--- config.mk ---
export PLATFORM = sky130hd
export DESIGN_NAME = lora_chirp_sequencer
export DESIGN_NICKNAME = d
export VERILOG_FILES = /design/src/rtl/lora_chirp_sequencer_pkg.sv /design/src/rtl/chirp_phase_acc.sv /design/src/rtl/lora_chirp_sequencer.sv
export SDC_FILE = /design/constraint.sdc
export NUM_CORES = 1
export LEC_CHECK = 0
export CAP_MARGIN = 5
export CORE_MARGIN = 5
export CORE_UTILIZATION = 40
export DETAILED_ROUTE_END_ITERATION = 12
export SYNTH_ARGS = -nofsm -noshare
export SYNTH_HDL_FRONTEND = slang
export SYNTH_SLANG_ARGS = --single-unit
--- constraint.sdc ---
create_clock -name clk -period 13.29 [get_ports clk]
set_input_delay 2.658 -clock clk [delete_from_list [all_inputs] [get_ports clk]]
set_output_delay 2.658 -clock clk [all_outputs]
set_load 0.01 [all_outputs]
--- src/rtl/lora_chirp_sequencer_pkg.sv ---
// Shared definitions for the LoRa chirp sequencer: FSM states, SF limits, phase precision.
// The optional SYNC_DOWNCHIRP_EN macro (used by the top) enables the downchirp sync field.
`ifndef PRECISION
`define PRECISION 25
`endif

package lora_chirp_sequencer_pkg;

  localparam int PREC = `PRECISION;
  localparam logic [3:0] SF_MIN = 4'd7;
  localparam logic [3:0] SF_MAX = 4'd12;

  typedef enum logic [2:0] {
    ST_IDLE      = 3'd0,
    ST_PREAMBLE  = 3'd1,
    ST_SYNC      = 3'd2,
    ST_DATA_WAIT = 3'd3,
    ST_DATA_RUN  = 3'd4,
    ST_DONE      = 3'd5
  } state_t;

  // N-1 for N = 2^sf; sf is at most 12, so the result fits in 12 bits.
  function automatic logic [11:0] sf_mask(input logic [3:0] sf);
    logic [12:0] n;
    n = 13'd1 << sf;
    return 12'(n - 13'd1);
  endfunction

endpackage

--- src/rtl/chirp_phase_acc.sv ---
// Chirp phase accumulator: sample counter k and the phase word, stepping by
// ((sym+k) mod N) << s for upchirps or ((N-k) mod N) << s for downchirps.
module chirp_phase_acc
  import lora_chirp_sequencer_pkg::*;
(
  input  logic            clk,
  input  logic            rst,
  input  logic            clear,
  input  logic            step,
  input  logic            down,
  input  logic [3:0]      sf,
  input  logic [11:0]     sym,
  output logic [11:0]     k,
  output logic            wrap,
  output logic [PREC-1:0] angle,
  output logic            angle_valid
);

  logic [11:0]     mask;
  logic [11:0]     val;
  logic [4:0]      shamt;
  logic [PREC-1:0] inc;

  always_comb begin
    mask  = sf_mask(sf);
    val   = down ? ((12'd0 - k) & mask) : ((sym + k) & mask);
    shamt = 5'(PREC) - {1'b0, sf};
    inc   = {{(PREC-12){1'b0}}, val} << shamt;
    wrap  = step && (k == mask);
  end

  always_ff @(posedge clk or posedge rst) begin
    if (rst) begin
      k           <= '0;
      angle       <= '0;
      angle_valid <= 1'b0;
    end else if (clear) begin
      k           <= '0;
      angle       <= '0;
      angle_valid <= 1'b0;
    end else begin
      angle_valid <= step;
      if (step) begin
        angle <= angle + inc;
        k     <= wrap ? 12'd0 : k + 12'd1;
      end
    end
  end

endmodule

--- src/rtl/lora_chirp_sequencer.sv ---
// LoRa frame sequencer: preamble upchirps, optional downchirp sync (SYNC_DOWNCHIRP_EN),
// then one upchirp per handshaked data symbol, driving a phase word for the cos/sine lookup.
module lora_chirp_sequencer
  import lora_chirp_sequencer_pkg::*;
#(
  parameter int SYNC_SYMS = 2
) (
  input  logic            clk,
  input  logic            rst,
  input  logic            start,
  input  logic            abort,
  input  logic [3:0]      sf,
  input  logic [7:0]      preamble_len,
  input  logic            sample_en,
  input  logic            sym_valid,
  input  logic [11:0]     sym_data,
  input  logic            sym_last,
  output logic            sym_ready,
  output logic [PREC-1:0] angle,
  output logic            angle_valid,
  output logic            busy,
  output logic            done,
  output logic            cfg_err,
  output state_t          fsm_state
);

`ifdef SYNC_DOWNCHIRP_EN
  localparam state_t AFTER_PRE = ST_SYNC;
`else
  localparam state_t AFTER_PRE = ST_DATA_WAIT;
`endif

  state_t      state, next_state;
  logic [3:0]  sf_q;
  logic [7:0]  pre_q;
  logic [7:0]  cnt;
  logic [11:0] sym_q;
  logic        last_q;

  logic        step, wrap, clear, load_cfg, latch_sym, cnt_clr, cnt_inc, cfg_err_set;
  logic        down;
  logic [11:0] acc_sym;
  logic [11:0] k;

  // Symbol handshake: a data symbol transfers on a cycle where sym_valid && sym_ready;
  // sym_ready is high only in DATA_WAIT and the block never retracts it there.
  assign sym_ready = (state == ST_DATA_WAIT);
  assign busy      = (state != ST_IDLE);
  assign done      = (state == ST_DONE);
  assign fsm_state = state;
  assign down      = (state == ST_SYNC);
  assign acc_sym   = (state == ST_DATA_RUN) ? sym_q : 12'd0;
  assign step      = sample_en && !abort &&
                     (state == ST_PREAMBLE || state == ST_SYNC || state == ST_DATA_RUN);

  always_comb begin
    next_state  = state;
    clear       = 1'b0;
    load_cfg    = 1'b0;
    latch_sym   = 1'b0;
    cnt_clr     = 1'b0;
    cnt_inc     = 1'b0;
    cfg_err_set = 1'b0;
    case (state)
      ST_IDLE: begin
        if (start) begin
          if (sf >= SF_MIN && sf <= SF_MAX) begin
            next_state = (preamble_len != 8'd0) ? ST_PREAMBLE : AFTER_PRE;
            clear      = 1'b1;
            load_cfg   = 1'b1;
            cnt_clr    = 1'b1;
          end else begin
            cfg_err_set = 1'b1;
          end
        end
      end
      ST_PREAMBLE: begin
        if (wrap) begin
          if (cnt == pre_q - 8'd1) begin
            next_state = AFTER_PRE;
            cnt_clr    = 1'b1;
          end else begin
            cnt_inc = 1'b1;
          end
        end
      end
      // Only reachable when the sync field is compiled in.
      ST_SYNC: begin
        if (wrap) begin
          if (cnt == 8'(SYNC_SYMS - 1)) begin
            next_state = ST_DATA_WAIT;
            cnt_clr    = 1'b1;
          end else begin
            cnt_inc = 1'b1;
          end
        end
      end
      ST_DATA_WAIT: begin
        if (sym_valid) begin
          latch_sym  = 1'b1;
          next_state = ST_DATA_RUN;
        end
      end
      ST_DATA_RUN: begin
        if (wrap) next_state = last_q ? ST_DONE : ST_DATA_WAIT;
      end
      ST_DONE:  next_state = ST_IDLE;
      default:  next_state = ST_IDLE;
    endcase
    // Abort wins over everything, including a simultaneous start or handshake.
    if (abort) begin
      next_state  = ST_IDLE;
      clear       = 1'b1;
      load_cfg    = 1'b0;
      latch_sym   = 1'b0;
      cnt_clr     = 1'b1;
      cnt_inc     = 1'b0;
      cfg_err_set = 1'b0;
    end
  end

  always_ff @(posedge clk or posedge rst) begin
    if (rst) begin
      state   <= ST_IDLE;
      sf_q    <= SF_MIN;
      pre_q   <= '0;
      cnt     <= '0;
      sym_q   <= '0;
      last_q  <= 1'b0;
      cfg_err <= 1'b0;
    end else begin
      state   <= next_state;
      cfg_err <= cfg_err_set;
      if (load_cfg) begin
        sf_q  <= sf;
        pre_q <= preamble_len;
      end
      if (cnt_clr)      cnt <= '0;
      else if (cnt_inc) cnt <= cnt + 8'd1;
      if (latch_sym) begin
        sym_q  <= sym_data & sf_mask(sf_q);
        last_q <= sym_last;
      end
    end
  end

  chirp_phase_acc u_acc (
    .clk         (clk),
    .rst         (rst),
    .clear       (clear),
    .step        (step),
    .down        (down),
    .sf          (sf_q),
    .sym         (acc_sym),
    .k           (k),
    .wrap        (wrap),
    .angle       (angle),
    .angle_valid (angle_valid)
  );

  // k is internal to the accumulator's wrap decision; kept visible here for probing.
  logic k_unused;
  assign k_unused = ^k;

endmodule

==> run_results.csv, run 1 <==
group,metric,value,unit
place,dpl_cell_area,7780,um^2
setup_path,arrival,6.55,ns
synth,netlist_area,7020,um^2
place,dp_cells,1142,
synth,syn_inst,900,
setup_path,critical_path_class,"reg2reg",
synth,ys_seq_area_share,26.8,%
clock_tree,cts_buffers,9,
cells_and_area,fin_nets,1003,
route,drtIter0Drc,458,
cells_and_area,multi_input_area,4820,um^2
route,avgViaCountPerCell,5.72,
synth,synth_edf_count,0,
timing,finalMaxSlewViolations,0,
timing,relSlewSlack,26.1,%
place,hpwlAfterDp,14600,um
synth,synth_nets,975,
clock_tree,clockBufferDepth,2,
synth,yosysWarnings,0,
floorplan,coreArea,17200,um^2
status,status,"finished, final reports clean",
clock_tree,cts_sinks,75,
synth,ys_types,75,
timing,finalCritPeriodShare,47.6,%
min_path,min_path_cells,2,
clock_tree,cts_root_buf,"clkbuf_16",
synth,synth_top_area_share,25.7,%
timing,finClkSkew,0.0151,ns
floorplan,row_count,48,
place,gp_congestion,0.913,
min_path,min_to,"sym_q[6]$_DFFE_PP0P_",
setup_path,cp-end-kind,"flip-flop",
place,port-buffer-count,63,
global_route,grt_usage,19.8,%
clock_tree,ctsResizeCount,0,
synth,ys.flop_type,"dfrtp_1",
clock_tree,post_cts_buffers,0,
power,powerDensity,94.0,nW/um^2
min_path,hold_class,"reg2reg",
cells_and_area,drive_gt1_share,5.89,%
power,p_int,0.482,mW
setup_path,reg2reg_from,"fsm_state[2]$_DFFE_PP0P_",
clock_tree,cts_hold_buf,0,
power,max-vdd-ir-drop,0.0000768,V
setup_path,required,13.52,ns
setup_path,startpoint_type,"flip-flop",
setup_path,reg2reg_depth,26,
setup_path,crit_fanout,16,
cells_and_area,fin_cells,1158,
clock_tree,cts_tree,"yes",
cells_and_area,finish.instance_area,8080,um^2
route,wire_per_inst,17.0,um
floorplan,initial_core_util,40.7,%
power,switchingPower,0.277,mW
clock_tree,htree_levels,3,
power,pwr-share-seq,34.5,%
synth,synth_area_per_cell,7.80,um^2
floorplan,chipWidth,142,um
cells_and_area,final_common_cell,"nand2_1",
timing,worst_pin_slew,1.11,ns
cells_and_area,seqCellArea,1880,um^2
route,drc,0,
cells_and_area,syn_to_final_growth,15.1,%
route,totalWireLength,19700,um
synth,synth_top_area_cell,"dfrtp_1",
route,ant_nets,0,
timing,post-route-min-period,6.33,ns
timing,tns,0,ns
global_route,grt_pass1_wl,32700,um
timing,finalSetupViolations,0,
power,netSwitchingFraction,36.5,%
cells_and_area,fill_cells,1722,
route,first_pass_iters,5,
synth,synthTopCellsByArea,"dfrtp_1 (26%), ha_1 (7.5%), nand2_1 (6.1%), a21oi_1 (4.8%), o21ai_0 (4.1%)",
power,clkPwrFrac,32.8,%
global_route,antenna_found_initial,0,
power,pwr-share-comb,32.7,%
synth,ys_seq_elements,75,
synth,async_reset_ff_share,100,%
clock_tree,clkTransAtPathRegs,0.07,ns
timing,timing.fmax,158,MHz
cells_and_area,diodes,0,
setup_path,r2r_slack,6.96,ns
route,num_vias,6621,
cells_and_area,final_cell_mix,"nand2_1 (114), nor2_1 (73), dfrtp_1 (72), a21oi_1 (68), clkdlybuf4s50_1 (63)",
global_route,grt-ovfl-total,0,
setup_path,r2r-end,"u_acc.angle[23]$_DFFE_PP0P_",
power,cellLeakagePower,3.57,nW
global_route,grt_max_degree,76,
floorplan,die_area,20300,um^2
clock_tree,insertion_delay,0.35,ns
timing,finalHoldViolCount,0,
floorplan,pin_count,64,
run,maxCapViolCount,0,
timing,rsz0062_at_grt,"no",
min_path,hold_start,"sym_q[6]$_DFFE_PP0P_",
global_route,grt_pass1_vias,6198,
floorplan,die_h,142,um
==> flip-flops by register name, indices dropped and copies added, names as in the netlist <==
name,cells
sf_q,4
pre_q,8
u_acc.angle_valid,1
last_q,1
cnt,8
u_acc.k,12
u_acc.angle,25
sym_q,12
cfg_err,1
fsm_state,3
==> per-stage QoR <==
| step | worst slack [ns] | hold WS [ns] | utilization (%) | power (mW) |
|---|---|---|---|---|
| 6_report | 6.96 | 0.468 | 46.9 | 0.760 |
| 3_3_place_gp | 7.16 | 0.451 | 45.2 | 0.512 |
| 2_1_floorplan | 7.41 | 0.430 | - | 0.446 |
| 3_5_place_dp | 7.02 | 0.455 | 45.2 | 0.512 |
| 4_1_cts | 6.99 | 0.474 | 46.9 | 0.765 |
| 5_1_grt | 6.36 | 0.484 | 46.9 | 0.807 |
==> worst max-delay path, cell delays in order (launching register included) <==
cell      delay, ns
dfrtp_1        0.48
nor3b_1        0.19
buf_4          0.21
and2_1         0.17
ha_1           0.20
fa_1           0.41
a21o_1         0.19
a221oi_1       0.45
o21ai_0        0.28
xnor2_1        0.21
a21oi_1        0.08
or2_0          0.27
mux4_2         0.51
mux2i_1        0.21
a21oi_1        0.11
nor2_1         0.10
ha_1           0.29
a21o_1         0.20
a21o_1         0.18
a21oi_1        0.19
a311oi_1       0.16
or4_1          0.46
a41o_1         0.25
nand2_1        0.11
a21oi_1        0.09
xnor2_1        0.14
o21ai_0        0.09
==> Yosys cell counts (all sizes together) (3+ instances only) <==
| cell | count |
|---|---|
| nor2 | 73 |
| a211o | 3 |
| and3 | 14 |
| a31oi | 6 |
| a21boi | 3 |
| dfstp | 3 |
| nand3b | 3 |
| o21ai | 61 |
| o21a | 13 |
| a311oi | 4 |
| a22o | 5 |
| clkbuf | 49 |
| xnor2 | 32 |
| o211a | 3 |
| or3 | 10 |
| nor4b | 4 |
| a21o | 19 |
| dfrtp | 72 |
| and2 | 15 |
| nor4 | 8 |
| or4 | 9 |
| nand2 | 114 |
| ha | 42 |
| o2111ai | 4 |
| nand4 | 5 |
| a211oi | 9 |
| nand2b | 6 |
| or2 | 7 |
| o22a | 6 |
| nor2b | 11 |
| mux2 | 20 |
| o31ai | 12 |
| o22ai | 4 |
| nor3b | 7 |
| a2111oi | 4 |
| mux2i | 15 |
| xor2 | 25 |
| o21bai | 8 |
| o41ai | 3 |
| buf | 5 |
| a21oi | 68 |
| nor3 | 25 |
| inv | 29 |
| nand3 | 35 |
==> power groups by stage <==
stage | combinational (mW) | clock (mW) | sequential, mW
after floorplan | 0.195 | 0 | 0.251
after global placement | 0.246 | 0 | 0.266
after detailed placement | 0.246 | 0 | 0.266
after CTS | 0.247 | 0.256 | 0.262
after global routing | 0.276 | 0.267 | 0.264
final | 0.249 | 0.249 | 0.262
==> logic make-up after synthesis <==
| logic type | Yosys count | synth area share, % |
|---|---|---|
| AOI/OAI and AO/OA | 250 | 23.1 |
| xor gates and xnor gates | 57 | 7.11 |
| adders and majority gates | 44 | 8.05 |
| buffers and inverters | 84 | 4.61 |
| DFF | 75 | 26.8 |
| muxes | 36 | 5.72 |
| and+or+nand+nor | 354 | 24.6 |
==> how the worst max path moves through the flow <==
stage	from	end	depth (start not counted)
after floorplan	fsm_state[2]$_DFFE_PP0P_	u_acc.angle[21]$_DFFE_PP0P_	26
after global placement	sf[3]	cnt[4]$_DFFE_PP0P_	12
after detailed placement	fsm_state[2]$_DFFE_PP0P_	u_acc.angle[23]$_DFFE_PP0P_	26
after CTS	fsm_state[2]$_DFFE_PP0P_	u_acc.angle[23]$_DFFE_PP0P_	26
after global routing	sf_q[0]$_DFFE_PP1P_	u_acc.angle[24]$_DFFE_PP0P_	24
final	fsm_state[2]$_DFFE_PP0P_	u_acc.angle[23]$_DFFE_PP0P_	26
==> metal layers <==
layer,GRT usage (%),share of wire (%)
met5,0,0
met1,28.1,48
met4,6.15,2.3
met2,30.8,45
met3,3.33,4.2
==> area by class of cell <==
type	count	area share, %
repair buffers	71	8.55
well taps	225	3.48
inverters	30	1.41
multi-input cells	741	59.6
clock inverters	6	0.836
flip-flops and latches	75	23.3
clock buffers	10	2.83
No activity file was read; power rests on OpenSTA's default activity.
==> inputs of run 2 (changes only) <==
==> constraint.sdc (replaced) <==
create_clock -name clk -period 5.8 [get_ports clk]
set_input_delay 1.16 -clock clk [delete_from_list [all_inputs] [get_ports clk]]
set_output_delay 1.16 -clock clk [all_outputs]
set_load 0.01 [all_outputs]
==> run_results.csv, run 2 (synthesized netlist as in run 1, its figures left out) <==
group,metric,value,unit
timing,worst_pin_slew,1.19,ns
floorplan,pin_count,64,
setup_path,arrival,5.78,ns
global_route,grt_pass1_wl,33600,um
route,avgViaCountPerCell,5.66,
clock_tree,cts_hold_buf,0,
cells_and_area,reg_top3,"u_acc.angle (25), sym_q (12), u_acc.k (12)",
route,wire_per_inst,17.3,um
timing,finalSetupViolations,0,
clock_tree,cts_tree,"yes",
floorplan,die_h,142,um
setup_path,cp-end-kind,"flip-flop",
place,gp_congestion,0.967,
power,powerDensity,210,nW/um^2
setup_path,crit_fanout,7,
timing,post-route-min-period,5.56,ns
setup_path,startpoint_type,"flip-flop",
route,ant_nets,0,
floorplan,row_count,48,
place,hpwlAfterDp,15300,um
setup_path,critical_path_class,"reg2reg",
global_route,grt_max_degree,43,
global_route,grt_usage,20.5,%
global_route,grt_pass1_vias,6470,
power,cellLeakagePower,3.85,nW
floorplan,die_area,20300,um^2
timing,relSlewSlack,20.3,%
route,num_vias,6863,
cells_and_area,syn_to_final_growth,24.1,%
route,first_pass_iters,5,
global_route,antenna_found_initial,0,
setup_path,required,6.02,ns
timing,finClkSkew,0.00544,ns
cells_and_area,final_cell_mix,"nand2_1 (113), nor2_1 (73), dfrtp_1 (72), clkdlybuf4s50_1 (63), a21oi_1 (62)",
route,drtIter0Drc,625,
clock_tree,cts_sinks,75,
clock_tree,clockBufferDepth,2,
cells_and_area,fin_nets,1058,
timing,whs,0.470,ns
run,maxCapViolCount,0,
floorplan,chipWidth,142,um
timing,finalHoldViolCount,0,
place,dp_cells,1187,
cells_and_area,fin_cells,1213,
setup_path,crit_buf_inv,2,
cells_and_area,top_register,"u_acc.angle",
timing,finalCritPeriodShare,95.8,%
clock_tree,clkTransAtPathRegs,0.06,ns
setup_path,cpPeakStageDelay,0.52,ns
floorplan,coreArea,17200,um^2
setup_path,cp_slowest_cell,"mux4_2",
min_path,hold_class,"reg2reg",
cells_and_area,diodes,0,
cells_and_area,drive_gt1_share,15.0,%
global_route,grt-ovfl-total,0,
clock_tree,insertion_delay,0.35,ns
floorplan,initial_core_util,40.7,%
route,drc,0,
min_path,min_path_cells,2,
route,totalWireLength,20900,um
setup_path,cp_top_family,"simple AND/OR/NAND/NOR gates",
power,max-vdd-ir-drop,0.000160,V
place,port-buffer-count,63,
timing,timing.fmax,180,MHz
clock_tree,cts_root_buf,"clkbuf_16",
status,status,"finished, final reports clean",
cells_and_area,largest_reg_flops,25,
setup_path,cp.depth,26,
clock_tree,htree_levels,3,
power,power.total,1.83,mW
clock_tree,cts_buffers,9,
timing,finalMaxSlewViolations,0,
timing,rsz0062_at_grt,"yes",
cells_and_area,final_common_cell,"nand2_1",
setup_path,reg2reg_depth,26,
==> run 2: cell types whose count changed in the layout (fill, tap and decap cells not counted), sizes merged <==
| cell | before | now |
|---|---|---|
| buf | 8 | 63 |
| inv | 28 | 30 |
| clkinvlp | 2 | 0 |
==> run 2: area by class of cell <==
class / count / area (um^2)
Clock buffer: 10 / 239
Clock inverter: 6 / 70.1
Fill cell: 1670 / 8520
Inverter: 30 / 114
Multi-Input combinational cell: 741 / 5020
Sequential cell: 75 / 1880
Tap cell: 225 / 282
Timing Repair Buffer: 126 / 1110
==> run 2: stage by stage <==
stage                     setup WS, ns  area, um^2  setup TNS, ns  util [%]
after global placement          0.0354        8130              0      47.1
after floorplan                 0.0745        7030              0         -
after CTS                      0.00121        8460              0      49.1
after global routing           -0.0499        8710         -0.231      50.5
after detailed placement       -0.0619        8130        -0.0619      47.1
final                            0.242        8710              0      50.5
==> run 2: path summary, 6_finish.rpt <==
| path | startpoint | end | slack (ns) |
|---|---|---|---|
| max | fsm_state[1]$_DFFE_PP0P_ | u_acc.angle[19]$_DFFE_PP0P_ | 0.24 |
| min | sym_q[9]$_DFFE_PP0P_ | sym_q[9]$_DFFE_PP0P_ | 0.47 |
| max reg2reg | fsm_state[1]$_DFFE_PP0P_ | u_acc.angle[19]$_DFFE_PP0P_ | 0.24 |
| min reg2reg | sym_q[9]$_DFFE_PP0P_ | sym_q[9]$_DFFE_PP0P_ | 0.47 |
| max in group asynchronous | rst | sym_q[2]$_DFFE_PP0P_ | 3.64 |
| min in group asynchronous | rst | u_acc.angle[20]$_DFFE_PP0P_ | 1.18 |
==> run 2: power breakdown <==
part / switching (mW) / internal (mW)
combinational: 0.403 / 0.264
sequential: 0.0223 / 0.550
clock: 0.244 / 0.349
total: 0.669 / 1.16
==> run 2: worst reg2reg max path: stages, from the launching register on <==
cell and delay (ns):
dfrtp_1 0.41, nor3b_4 0.34, buf_6 0.17, and2_1 0.17, ha_4 0.24, and3_1 0.17, a221oi_2 0.27, buf_4 0.18
o21ai_2 0.07, xnor2_1 0.17, a21oi_1 0.07, or2_1 0.27, mux4_2 0.52, mux2i_2 0.21, a21oi_1 0.09, nor2_1 0.11
ha_1 0.27, a21o_1 0.17, a21o_1 0.18, a21oi_2 0.16, a311oi_2 0.13, or4_4 0.47, a41o_1 0.21, nand2_2 0.09
nand2b_1 0.08, xnor2_1 0.14, o21ai_0 0.08
==> run 2: repair_timing <==
item | in CTS | in global routing
resized for setup | 8 | 40
setup endpoints to repair | 4 | 7
pin swaps | 1 | 29
buffers inserted | 1 | 10
==> run 2: routing by layer <==
metal / track usage, % / vias to the layer above / wire length (um)
li1: - / 3425 / -
met1: 27.8 / 3274 / 9850
met2: 33.0 / 134 / 9740
met3: 3.13 / 30 / 766
met4: 7.55 / 0 / 565
met5: 0 / - / 0
